### src/rtl/mul_div_if.sv
// Handshake and HI/LO bus between the execute-stage datapath and the
// iterative multiply/divide unit.
interface mul_div_if #(parameter int WIDTH = 32);
  logic             start;
  logic [1:0]       op;
  logic [WIDTH-1:0] opA;
  logic [WIDTH-1:0] opB;
  logic             hiWe;
  logic             loWe;
  logic [WIDTH-1:0] wdata;
  logic             busy;
  logic             done;
  logic [WIDTH-1:0] hi;
  logic [WIDTH-1:0] lo;

  modport master (output start, op, opA, opB, hiWe, loWe, wdata,
                  input  busy, done, hi, lo);
  modport slave  (input  start, op, opA, opB, hiWe, loWe, wdata,
                  output busy, done, hi, lo);
endinterface

### src/rtl/mul_div_unit.sv
// Iterative MULT/MULTU/DIV/DIVU, one bit per cycle, results into private HI/LO.
// Signed ops run on magnitudes; the sign is applied once in FIN.
module mul_div_unit #(
  parameter int WIDTH = 32
) (
  input logic       clk,
  input logic       reset,
  mul_div_if.slave  bus
);
  localparam int CW = $clog2(WIDTH) + 1;

  typedef enum logic [1:0] {IDLE, CALC, FIN} state_t;

  state_t             state;
  logic [CW-1:0]      cnt;
  logic               isDiv;
  logic               negLo;   // negate product / quotient
  logic               negHi;   // negate remainder
  logic               divZero;
  logic [WIDTH-1:0]   b;       // multiplicand or divisor magnitude
  logic [2*WIDTH-1:0] acc;     // {hi half, lo half}: product, or {remainder, quotient}

  logic               sgn;
  logic [WIDTH-1:0]   absA, absB;
  logic [WIDTH:0]     mulSum;
  logic [WIDTH:0]     divSh;
  logic [WIDTH+1:0]   divDiff;
  logic [2*WIDTH-1:0] mulNext, divNext, mulFix;

  // Operand magnitudes; abs(min_int) is naturally 2^(WIDTH-1) as unsigned
  always_comb begin
    sgn  = ~bus.op[0];
    absA = (sgn && bus.opA[WIDTH-1]) ? -bus.opA : bus.opA;
    absB = (sgn && bus.opB[WIDTH-1]) ? -bus.opB : bus.opB;
  end

  // One shift-add / restoring shift-subtract step and the final sign fix
  always_comb begin
    mulSum  = {1'b0, acc[2*WIDTH-1:WIDTH]} + (acc[0] ? {1'b0, b} : '0);
    mulNext = {mulSum, acc[WIDTH-1:1]};
    divSh   = {acc[2*WIDTH-1:WIDTH], acc[WIDTH-1]};
    divDiff = {1'b0, divSh} - {2'b00, b};
    // A borrow means the shifted remainder was below the divisor and fits in WIDTH bits
    if (!divDiff[WIDTH+1])
      divNext = {divDiff[WIDTH-1:0], acc[WIDTH-2:0], 1'b1};
    else
      divNext = {divSh[WIDTH-1:0], acc[WIDTH-2:0], 1'b0};
    mulFix  = negLo ? -acc : acc;
  end

  // Control FSM plus HI/LO registers
  always_ff @(posedge clk or posedge reset) begin
    if (reset) begin
      state    <= IDLE;
      cnt      <= '0;
      isDiv    <= 1'b0;
      negLo    <= 1'b0;
      negHi    <= 1'b0;
      divZero  <= 1'b0;
      b        <= '0;
      acc      <= '0;
      bus.busy <= 1'b0;
      bus.done <= 1'b0;
      bus.hi   <= '0;
      bus.lo   <= '0;
    end else begin
      bus.done <= 1'b0;
      case (state)
        IDLE: begin
          if (bus.start) begin
            isDiv    <= bus.op[1];
            negLo    <= sgn & (bus.opA[WIDTH-1] ^ bus.opB[WIDTH-1]);
            negHi    <= sgn & (bus.op[1] ? bus.opA[WIDTH-1]
                                         : (bus.opA[WIDTH-1] ^ bus.opB[WIDTH-1]));
            divZero  <= bus.op[1] && (bus.opB == '0);
            b        <= bus.op[1] ? absB : absA;
            acc      <= {{WIDTH{1'b0}}, (bus.op[1] ? absA : absB)};
            cnt      <= CW'(WIDTH);
            bus.busy <= 1'b1;
            state    <= CALC;
          end else begin
            if (bus.hiWe) bus.hi <= bus.wdata;
            if (bus.loWe) bus.lo <= bus.wdata;
          end
        end
        CALC: begin
          acc <= isDiv ? divNext : mulNext;
          cnt <= cnt - 1'b1;
          if (cnt == CW'(1)) state <= FIN;
        end
        FIN: begin
          if (isDiv) begin
            bus.hi <= negHi ? -acc[2*WIDTH-1:WIDTH] : acc[2*WIDTH-1:WIDTH];
            bus.lo <= divZero ? '1 : (negLo ? -acc[WIDTH-1:0] : acc[WIDTH-1:0]);
          end else begin
            bus.hi <= mulFix[2*WIDTH-1:WIDTH];
            bus.lo <= mulFix[WIDTH-1:0];
          end
          bus.done <= 1'b1;
          bus.busy <= 1'b0;
          state    <= IDLE;
        end
        default: state <= IDLE;
      endcase
    end
  end
endmodule

### src/flat_wrapper.sv
// flat-port wrapper written by rule: the top's interface ports become plain ports
module mul_div_unit_flat 
#(
  parameter int WIDTH = 32
)
  (clk, reset, bus_start, bus_op, bus_opA, bus_opB, bus_hiWe, bus_loWe, bus_wdata, bus_busy, bus_done, bus_hi, bus_lo);
  mul_div_if #(.WIDTH(WIDTH)) bus_i ();
  input logic clk;
  input logic reset;
  input wire logic [$bits(bus_i.start)-1:0] bus_start;
  input wire logic [$bits(bus_i.op)-1:0] bus_op;
  input wire logic [$bits(bus_i.opA)-1:0] bus_opA;
  input wire logic [$bits(bus_i.opB)-1:0] bus_opB;
  input wire logic [$bits(bus_i.hiWe)-1:0] bus_hiWe;
  input wire logic [$bits(bus_i.loWe)-1:0] bus_loWe;
  input wire logic [$bits(bus_i.wdata)-1:0] bus_wdata;
  output wire logic [$bits(bus_i.busy)-1:0] bus_busy;
  output wire logic [$bits(bus_i.done)-1:0] bus_done;
  output wire logic [$bits(bus_i.hi)-1:0] bus_hi;
  output wire logic [$bits(bus_i.lo)-1:0] bus_lo;
  assign bus_i.start = bus_start;
  assign bus_i.op = bus_op;
  assign bus_i.opA = bus_opA;
  assign bus_i.opB = bus_opB;
  assign bus_i.hiWe = bus_hiWe;
  assign bus_i.loWe = bus_loWe;
  assign bus_i.wdata = bus_wdata;
  assign bus_busy = bus_i.busy;
  assign bus_done = bus_i.done;
  assign bus_hi = bus_i.hi;
  assign bus_lo = bus_i.lo;
  mul_div_unit #(.WIDTH(WIDTH)) u_core (.clk(clk), .reset(reset), .bus(bus_i));
endmodule
### config.mk
export PLATFORM = sky130hd
export DESIGN_NAME = mul_div_unit_flat
export DESIGN_NICKNAME = d
export VERILOG_FILES = /design/src/rtl/mul_div_if.sv /design/src/rtl/mul_div_unit.sv /design/src/flat_wrapper.sv
export SDC_FILE = /design/constraint.sdc
export NUM_CORES = 1
export LEC_CHECK = 0
export CAP_MARGIN = 20
export CELL_PAD_IN_SITES_DETAIL_PLACEMENT = 0
export CELL_PAD_IN_SITES_GLOBAL_PLACEMENT = 1
export CORE_AREA = 2 2 182 184
export CTS_CLUSTER_SIZE = 16
export DETAILED_ROUTE_END_ITERATION = 12
export DIE_AREA = 0 0 184 186
export GPL_ROUTABILITY_DRIVEN = 0
export PLACE_DENSITY = 0.95
export REMOVE_ABC_BUFFERS = 1
export SETUP_SLACK_MARGIN = 0.5
export SLEW_MARGIN = 20
export SYNTH_ARGS = -nofsm -noshare
export SYNTH_HDL_FRONTEND = slang
export SYNTH_SLANG_ARGS = --single-unit
### constraint.sdc
create_clock -name clk -period 12.05 [get_ports clk]
set_input_delay 2.41 -clock clk [delete_from_list [all_inputs] [get_ports clk]]
set_output_delay 2.41 -clock clk [all_outputs]
set_load 0.01 [all_outputs]
==> results of run 1 <==
registers in the layout, summed over array words and instances (netlist names):
register,flops
u_core.bus.busy,1
u_core.state,2
u_core.negHi,1
u_core.bus.lo,32
u_core.divZero,1
u_core.isDiv,1
u_core.acc,64
u_core.b,32
u_core.cnt,6
u_core.bus.hi,32
u_core.negLo,1
u_core.bus.done,1
worst max path at each step:
stage                                      end  cells past startpoint  slack, ns
finish                u_core.b[28]$_DFFE_PP0P_                     11       6.98
floorplan            u_core.acc[0]$_DFFE_PP0P_                      1       4.92
detailed placement    u_core.b[28]$_DFFE_PP0P_                     11       6.53
global placement    u_core.acc[30]$_DFFE_PP0P_                     11       6.68
global route          u_core.b[28]$_DFFE_PP0P_                     11       6.66
CTS                   u_core.b[28]$_DFFE_PP0P_                     11       7.00
cell usage in the layout, fill, tap and decap left out, types with 12 or more instances in the layout:
| cell type | n |
|---|---|
| mux2i_1 | 37 |
| nor4_1 | 13 |
| xnor2_1 | 104 |
| o21ai_0 | 224 |
| clkdlybuf4s50_1 | 167 |
| nand2b_1 | 25 |
| nand2_1 | 194 |
| o31ai_1 | 23 |
| nor2b_1 | 14 |
| a21oi_1 | 205 |
| buf_4 | 18 |
| o22ai_1 | 39 |
| or3_1 | 20 |
| xor2_1 | 63 |
| a31oi_1 | 13 |
| inv_1 | 62 |
| nor3_1 | 43 |
| a21o_1 | 18 |
| nand3_1 | 25 |
| nor2_1 | 195 |
| a211oi_1 | 16 |
| o41ai_1 | 12 |
| dfrtp_1 | 173 |
| and3_1 | 18 |
| clkbuf_16 | 17 |
| ha_1 | 70 |
worst register-to-register path: cells and delay by family (launching register included):
kind	cells	cell delay (ns)
adder cells (fa/ha/maj)	1	0.37
flip-flops	1	0.48
AND/OR/NAND/NOR	3	0.40
AO/OA/AOI/OAI	8	2.42
buffers and inverters	1	0.81
logic make-up (layout without fill, tap and decap cells):
| group | after synthesis | after routing | synth area share |
|---|---|---|---|
| muxes | 49 | 49 | 0.0343 |
| adders and majority gates | 72 | 72 | 0.0622 |
| DFF | 174 | 174 | 0.296 |
| and+or+nand+nor | 611 | 611 | 0.193 |
| buffers and inverters | 177 | 283 | 0.0465 |
| xor gates and xnor gates | 167 | 167 | 0.0993 |
| AOI/OAI and AO/OA | 656 | 656 | 0.269 |
per-layer routing:
metal,vias to the layer above,GRT usage,wire (um),share of wire
met5,-,0,0,0
met4,0,0.0646,593,0.013
met3,47,0.0368,3720,0.081
met2,571,0.424,19900,0.43
met1,6723,0.397,21700,0.47
li1,7034,-,-,-
final cells by class:
class | instances | area (um2)
clock inverter | 10 | 105
inverter | 65 | 249
timing repair buffer | 186 | 1830
tap | 408 | 510
sequential | 174 | 4360
clock buffer | 22 | 474
fill | 3090 | 15000
multi-input combinational | 1555 | 9720
power by group through the flow:
stage / clock [W] / combinational [W] / sequential (W)
after CTS: 0.000567 / 0.00336 / 0.00128
after floorplan: 0 / 0.00235 / 0.00121
after global placement: 0 / 0.00328 / 0.00127
final: 0.000564 / 0.00342 / 0.00130
after detailed placement: 0 / 0.00335 / 0.00129
after global routing: 0.000589 / 0.00378 / 0.00133
per-stage QoR:
step	area (um2)	hold slack, ns	total power (W)
after floorplan	14300	0.450	0.00356
after global placement	16600	0.461	0.00455
after detailed placement	16600	0.468	0.00463
after CTS	17200	0.485	0.00521
after global routing	17200	0.504	0.00570
final	17200	0.477	0.00528
==> run metrics, run 1 <==
status=finished clean; area delta synth->final=17.0%; most frequent cell after synthesis=o21ai_0; Util after Layout=0.535; Post-Syn Area per Cell=7.73 um2; critical path launch point type=input pin; # IOs=roughly 170; Hold Crit Endpoint=u_core.bus.lo[2]$_DFFE_PP0P_; first-pass GRT wire length=73300 um; synthesized flop and latch total=~170; setup slack, reg-to-reg=7.46 ns; critical path data arrival time=5.37 ns; clock sink count=174; Max Root-Sink Buffers=2; Die Span Y=186 um; NumNets Final=2174; switching share of total power=0.497; Worst slew margin=0.290; antenna violations before repair=0; setup bufs post-CTS=0; Total Wirelength=45900 um; clk root buf=clkbuf_16; dominant cells by area after synthesis=dfrtp_1 (30%), o21ai_0 (7.6%), a21oi_1 (7.0%), xnor2_1 (6.2%), ha_1 (5.9%); Final TNS setup=0 ns; CP startpoint=bus_opB[10]; DP Worst Slack=roughly 6.5 ns; clock skew=approximately 0.017 ns; total gr overflow=0; CP cell instances=clkdlybuf4s50_1 > or4_1 > nor4_2 > nor2b_1 > nand2_1 > nor2_1 > a21oi_1 > xnor2_1 > nand2_1 > o21ai_0 > o21ai_0; Die X=184 um; initial DRC count=1464; Worst-Margin Slew=1.06 ns; Hold Buf Count CTS=0; Seq/Total Area, Yosys=0.296; Total GRT Usage=0.271; antenna cell count=0; post_cts resized=0; CP max-delay cell=or4_1; max-slew violation count=0; DRC Markers=0; buffers and inverters on the worst path=1; PortBufs=168; vias per cell=between 5 and 6; CP delay by family, top=simple AND/OR/NAND/NOR gates; fraction of power consumed by sequential logic=0.246; Core Footprint=32200 um2; fin crit share=0.420; Peak VDD IR=0.154 mV; DP Wirelength=roughly 35000 um; Initial Utilization=0.457; Final Hold Fails=0; Routed Antenna Nets=0; most frequent cells after synthesis=o21ai_0 (224), a21oi_1 (205), nand2_1 (196), nor2_1 (196), dfrtp_1 (174); Logic pwr share=0.648; synth unique cells=84; pin count of the biggest net entering global routing=113; Max Fclk=197 MHz; reg2reg end=u_core.acc[63]$_DFFE_PP0P_; vias=14375; worst hold path stage count=2; Max FO, Critical Path=5; Worst Path Required=roughly 12 ns; clk_lat worst skew=0.45 ns; H-tree levels=4; Post-Syn Area=14700 um2; CTS tree=built; Worst Setup Path Type=in2reg; crit path time final=5.07 ns; worst hold start=u_core.bus.lo[2]$_DFFE_PP0P_; Psw=between 0.002 and 0.003 W; Clock Pin Slew Worst Setup and Hold Paths=about 0.070 ns; Final WS setup=6.98 ns; die area=34200 um2; placed cells=between 2000 and 2500; clock share of power=0.107; max-cap viol count=0; warning count from the yosys run=0; max incr delay on CP=~0.63 ns; Synth area leader=dfrtp_1; # setup viols final=0; post-synth top area share=0.296; worst hold path class=reg2reg; Async S/R FF share, synth=1.00; RSZ-0062 raised after global routing=false; final non-filler cell total=2420; Post-Syn Instances=1906; Post-synth EDFFs=0; reg2reg start=u_core.acc[0]$_DFFE_PP0P_; row count=66; Leakage=7.17 nW; Routed wire per std cell=19.0 um; 1st-pass router iterations=5; cts bufs inserted=17; PD cells=between 300 and 400 nW/um2; layout cell share with drive strength beyond 1=0.0487; CP Capture Type=flip-flop; P_int=0.00266 W; R2R depth=13; dominant synthesized flop cell=dfrtp_1; vias in the first global route=about 14000
No activity file was read; power rests on OpenSTA's default activity.
==> run 2, diff against run 1 <==
--- a/config.mk
+++ b/config.mk
@@ -8,12 +8,12 @@
 export CAP_MARGIN = 20
 export CELL_PAD_IN_SITES_DETAIL_PLACEMENT = 0
 export CELL_PAD_IN_SITES_GLOBAL_PLACEMENT = 1
-export CORE_AREA = 2 2 182 184
+export CORE_AREA = 2 2 198 200
 export CTS_CLUSTER_SIZE = 16
 export DETAILED_ROUTE_END_ITERATION = 12
-export DIE_AREA = 0 0 184 186
+export DIE_AREA = 0 0 200 202
 export GPL_ROUTABILITY_DRIVEN = 0
-export PLACE_DENSITY = 0.95
+export PLACE_DENSITY = 0.88
 export REMOVE_ABC_BUFFERS = 1
 export SETUP_SLACK_MARGIN = 0.5
 export SLEW_MARGIN = 20
==> constraint.sdc (replaced) <==
create_clock -name clk -period 4.5 [get_ports clk]
set_input_delay 0.9 -clock clk [delete_from_list [all_inputs] [get_ports clk]]
set_output_delay 0.9 -clock clk [all_outputs]
set_load 0.01 [all_outputs]
==> run 2 against run 1 <==
Effect of this change:
- die area increased by 18%
- clock skew decreased by 0.0017 ns
- worst setup slack got worse by 6.2 ns
- core utilization decreased by 7.5 points
- first-iteration DRC count increased by 3.8%
- design area increased by 2.1%
- sequential cell count unchanged
- final cell count increased by 5.7%
==> run metrics, run 2 (same netlist as run 1, synthesis figures left out) <==
critical path data arrival time=4.09 ns; Max FO, Critical Path=25; crit path time final=3.77 ns; H-tree levels=4; clock sink count=174; 1st-pass router iterations=6; Hold Crit Endpoint=u_core.bus.lo[28]$_DFFE_PP0P_; Worst slew margin=0.342; PD cells=829 nW/um2; cts bufs inserted=17; Routed wire per std cell=19.0 um; initial DRC count=around 1500; total gr overflow=0; most frequent cells in the layout=o21ai_0 (224), a21oi_1 (205), nor2_1 (196); Leakage=7.31 nW; Routed Antenna Nets=0; DP Wirelength=38100 um; CP Capture Type=flip-flop; PortBufs=168; Max Root-Sink Buffers=2; first-pass GRT wire length=76200 um; buffers and inverters on the worst path=2; CP cell instances=ha_1 > nor2b_1 > o31ai_1 > a22oi_1 > a32o_1 > a21oi_1 > o31ai_2 > buf_4 > a31oi_4 > buf_4 > a21oi_1 > a221o_1; P_int=0.00728 W; max-cap viol count=0; R2R depth=12; die area=40400 um2; Final TNS setup=0 ns; status=finished clean; clock skew=0.0150 ns; worst hold start=u_core.bus.lo[28]$_DFFE_PP0P_; Worst Setup Path Type=reg2reg; post-route cell area=17600 um2; Max Fclk=266 MHz; area delta synth->final=19.5%; Initial Utilization=0.385; fraction of power consumed by sequential logic=0.242; critical path launch point type=flip-flop; clk root buf=clkbuf_16; # IOs=169; max reg flops=64; DP Area=between 15000 and 20000 um2; # setup viols final=0; reg2reg end=u_core.acc[34]$_DFFE_PP0P_; switching share of total power=0.501; max-slew violation count=0; setup slack, reg-to-reg=about 0.73 ns; CTS tree=built; Total GRT Usage=0.239; vias=14652; fin crit share=0.837; Peak VDD IR=0.335 mV; worst hold path class=reg2reg; Total Wirelength=48700 um; Hold Buf Count CTS=0; layout cell share with drive strength beyond 1=0.0623; Clock Pin Slew Worst Setup and Hold Paths=about 0.070 ns; Die X=200 um; clk_lat worst skew=roughly 0.45 ns; RSZ-0062 raised after global routing=false; row count=72; antenna violations before repair=0; Fillers=3766; Die Span Y=202 um; antenna cell count=0; pin count of the biggest net entering global routing=95; Worst-Margin Slew=0.987 ns; DRC Markers=0; vias per cell=5.73; clock share of power=0.104; Final Hold Fails=0; Psw=0.00731 W; CP delay by family, top=compound AO/OA/AOI/OAI gates; CP max-delay cell=a31oi_4; Logic pwr share=0.654; Core Footprint=38300 um2; commonest non-fill, non-tap cell in the layout=o21ai_0; vias in the first global route=13629; Util after Layout=0.460; worst hold path stage count=2; max incr delay on CP=0.52 ns; Reg with most FFs=u_core.acc; Worst Path Required=4.83 ns; reg2reg start=u_core.acc[32]$_DFFE_PP0P_; NumNets Final=2201; WHS=0.479 ns
## run 2: cell types whose count changed in the layout (fill, tap and decap cells not counted), moves of 2 or more
cell / before / now
buf_4: 18 / 42
clkbuf_1: 2 / 0
clkbuf_8: 3 / 1
clkinv_4: 4 / 0
inv_6: 3 / 7
inv_8: 0 / 4
## run 2: per-stage QoR
stage                     cells  setup slack (ns)  power (W)
final                      2557             0.735     0.0146
after global routing       2557             0.502     0.0157
after CTS                  2549             0.661     0.0143
after detailed placement   2517             0.584     0.0128
after global placement     2516             0.666     0.0125
after floorplan            1794             -1.12    0.00955
## run 2: worst max-delay path by stage
stage,start,endpoint,slack (ns),cells past startpoint
final,u_core.acc[32]$_DFFE_PP0P_,u_core.acc[34]$_DFFE_PP0P_,0.73,12
after global routing,u_core.acc[0]$_DFFE_PP0P_,u_core.acc[59]$_DFFE_PP0P_,0.50,15
after CTS,u_core.acc[0]$_DFFE_PP0P_,u_core.acc[62]$_DFFE_PP0P_,0.66,13
after detailed placement,bus_opB[10],u_core.acc[30]$_DFFE_PP0P_,0.58,11
after global placement,bus_opB[10],u_core.acc[30]$_DFFE_PP0P_,0.67,11
after floorplan,reset,u_core.acc[0]$_DFFE_PP0P_,-1.12,1
## run 2: routing by layer
layer  vias to the layer above  GRT usage  routed length, um
met2                       675      0.355              20800
met4                         0     0.0545                726
met5                         -          0                  0
met3                        57     0.0581               4900
met1                      6815      0.349              22300
li1                       7105          -                  -
## run 2: area by class of cell
cell class,instances,area (um2),share of cell area
Clock inverter,14,148,0.00838
Tap cell,518,648,0.0368
Timing Repair Buffer,212,2040,0.116
Multi-Input combinational cell,1555,9720,0.552
Inverter,65,253,0.0144
Sequential cell,174,4360,0.247
Clock buffer,18,439,0.0249
Timing Repair inverter,1,5.00,0.000284
## run 2: power groups by stage
| stage | clock [W] | combinational [W] | sequential (W) |
|---|---|---|---|
| after floorplan | 0 | 0.00630 | 0.00325 |
| after global placement | 0 | 0.00909 | 0.00344 |
| after detailed placement | 0 | 0.00927 | 0.00348 |
| after CTS | 0.00155 | 0.00933 | 0.00345 |
| after global routing | 0.00161 | 0.0105 | 0.00361 |
| final | 0.00152 | 0.00955 | 0.00353 |
## run 2: what timing repair did
action | 4_1_cts | 5_1_grt
buffers inserted | 0 | 7
endpoints found under the setup margin | 0 | 10
resized for setup | 0 | 3
## run 2: worst min-delay path, delay by kind of cell, from the launching register on
family | cells | cell delay, ns
flip-flops | 1 | 0.34
AO/OA/AOI/OAI | 1 | 0.06
AND/OR/NAND/NOR | 1 | 0.05
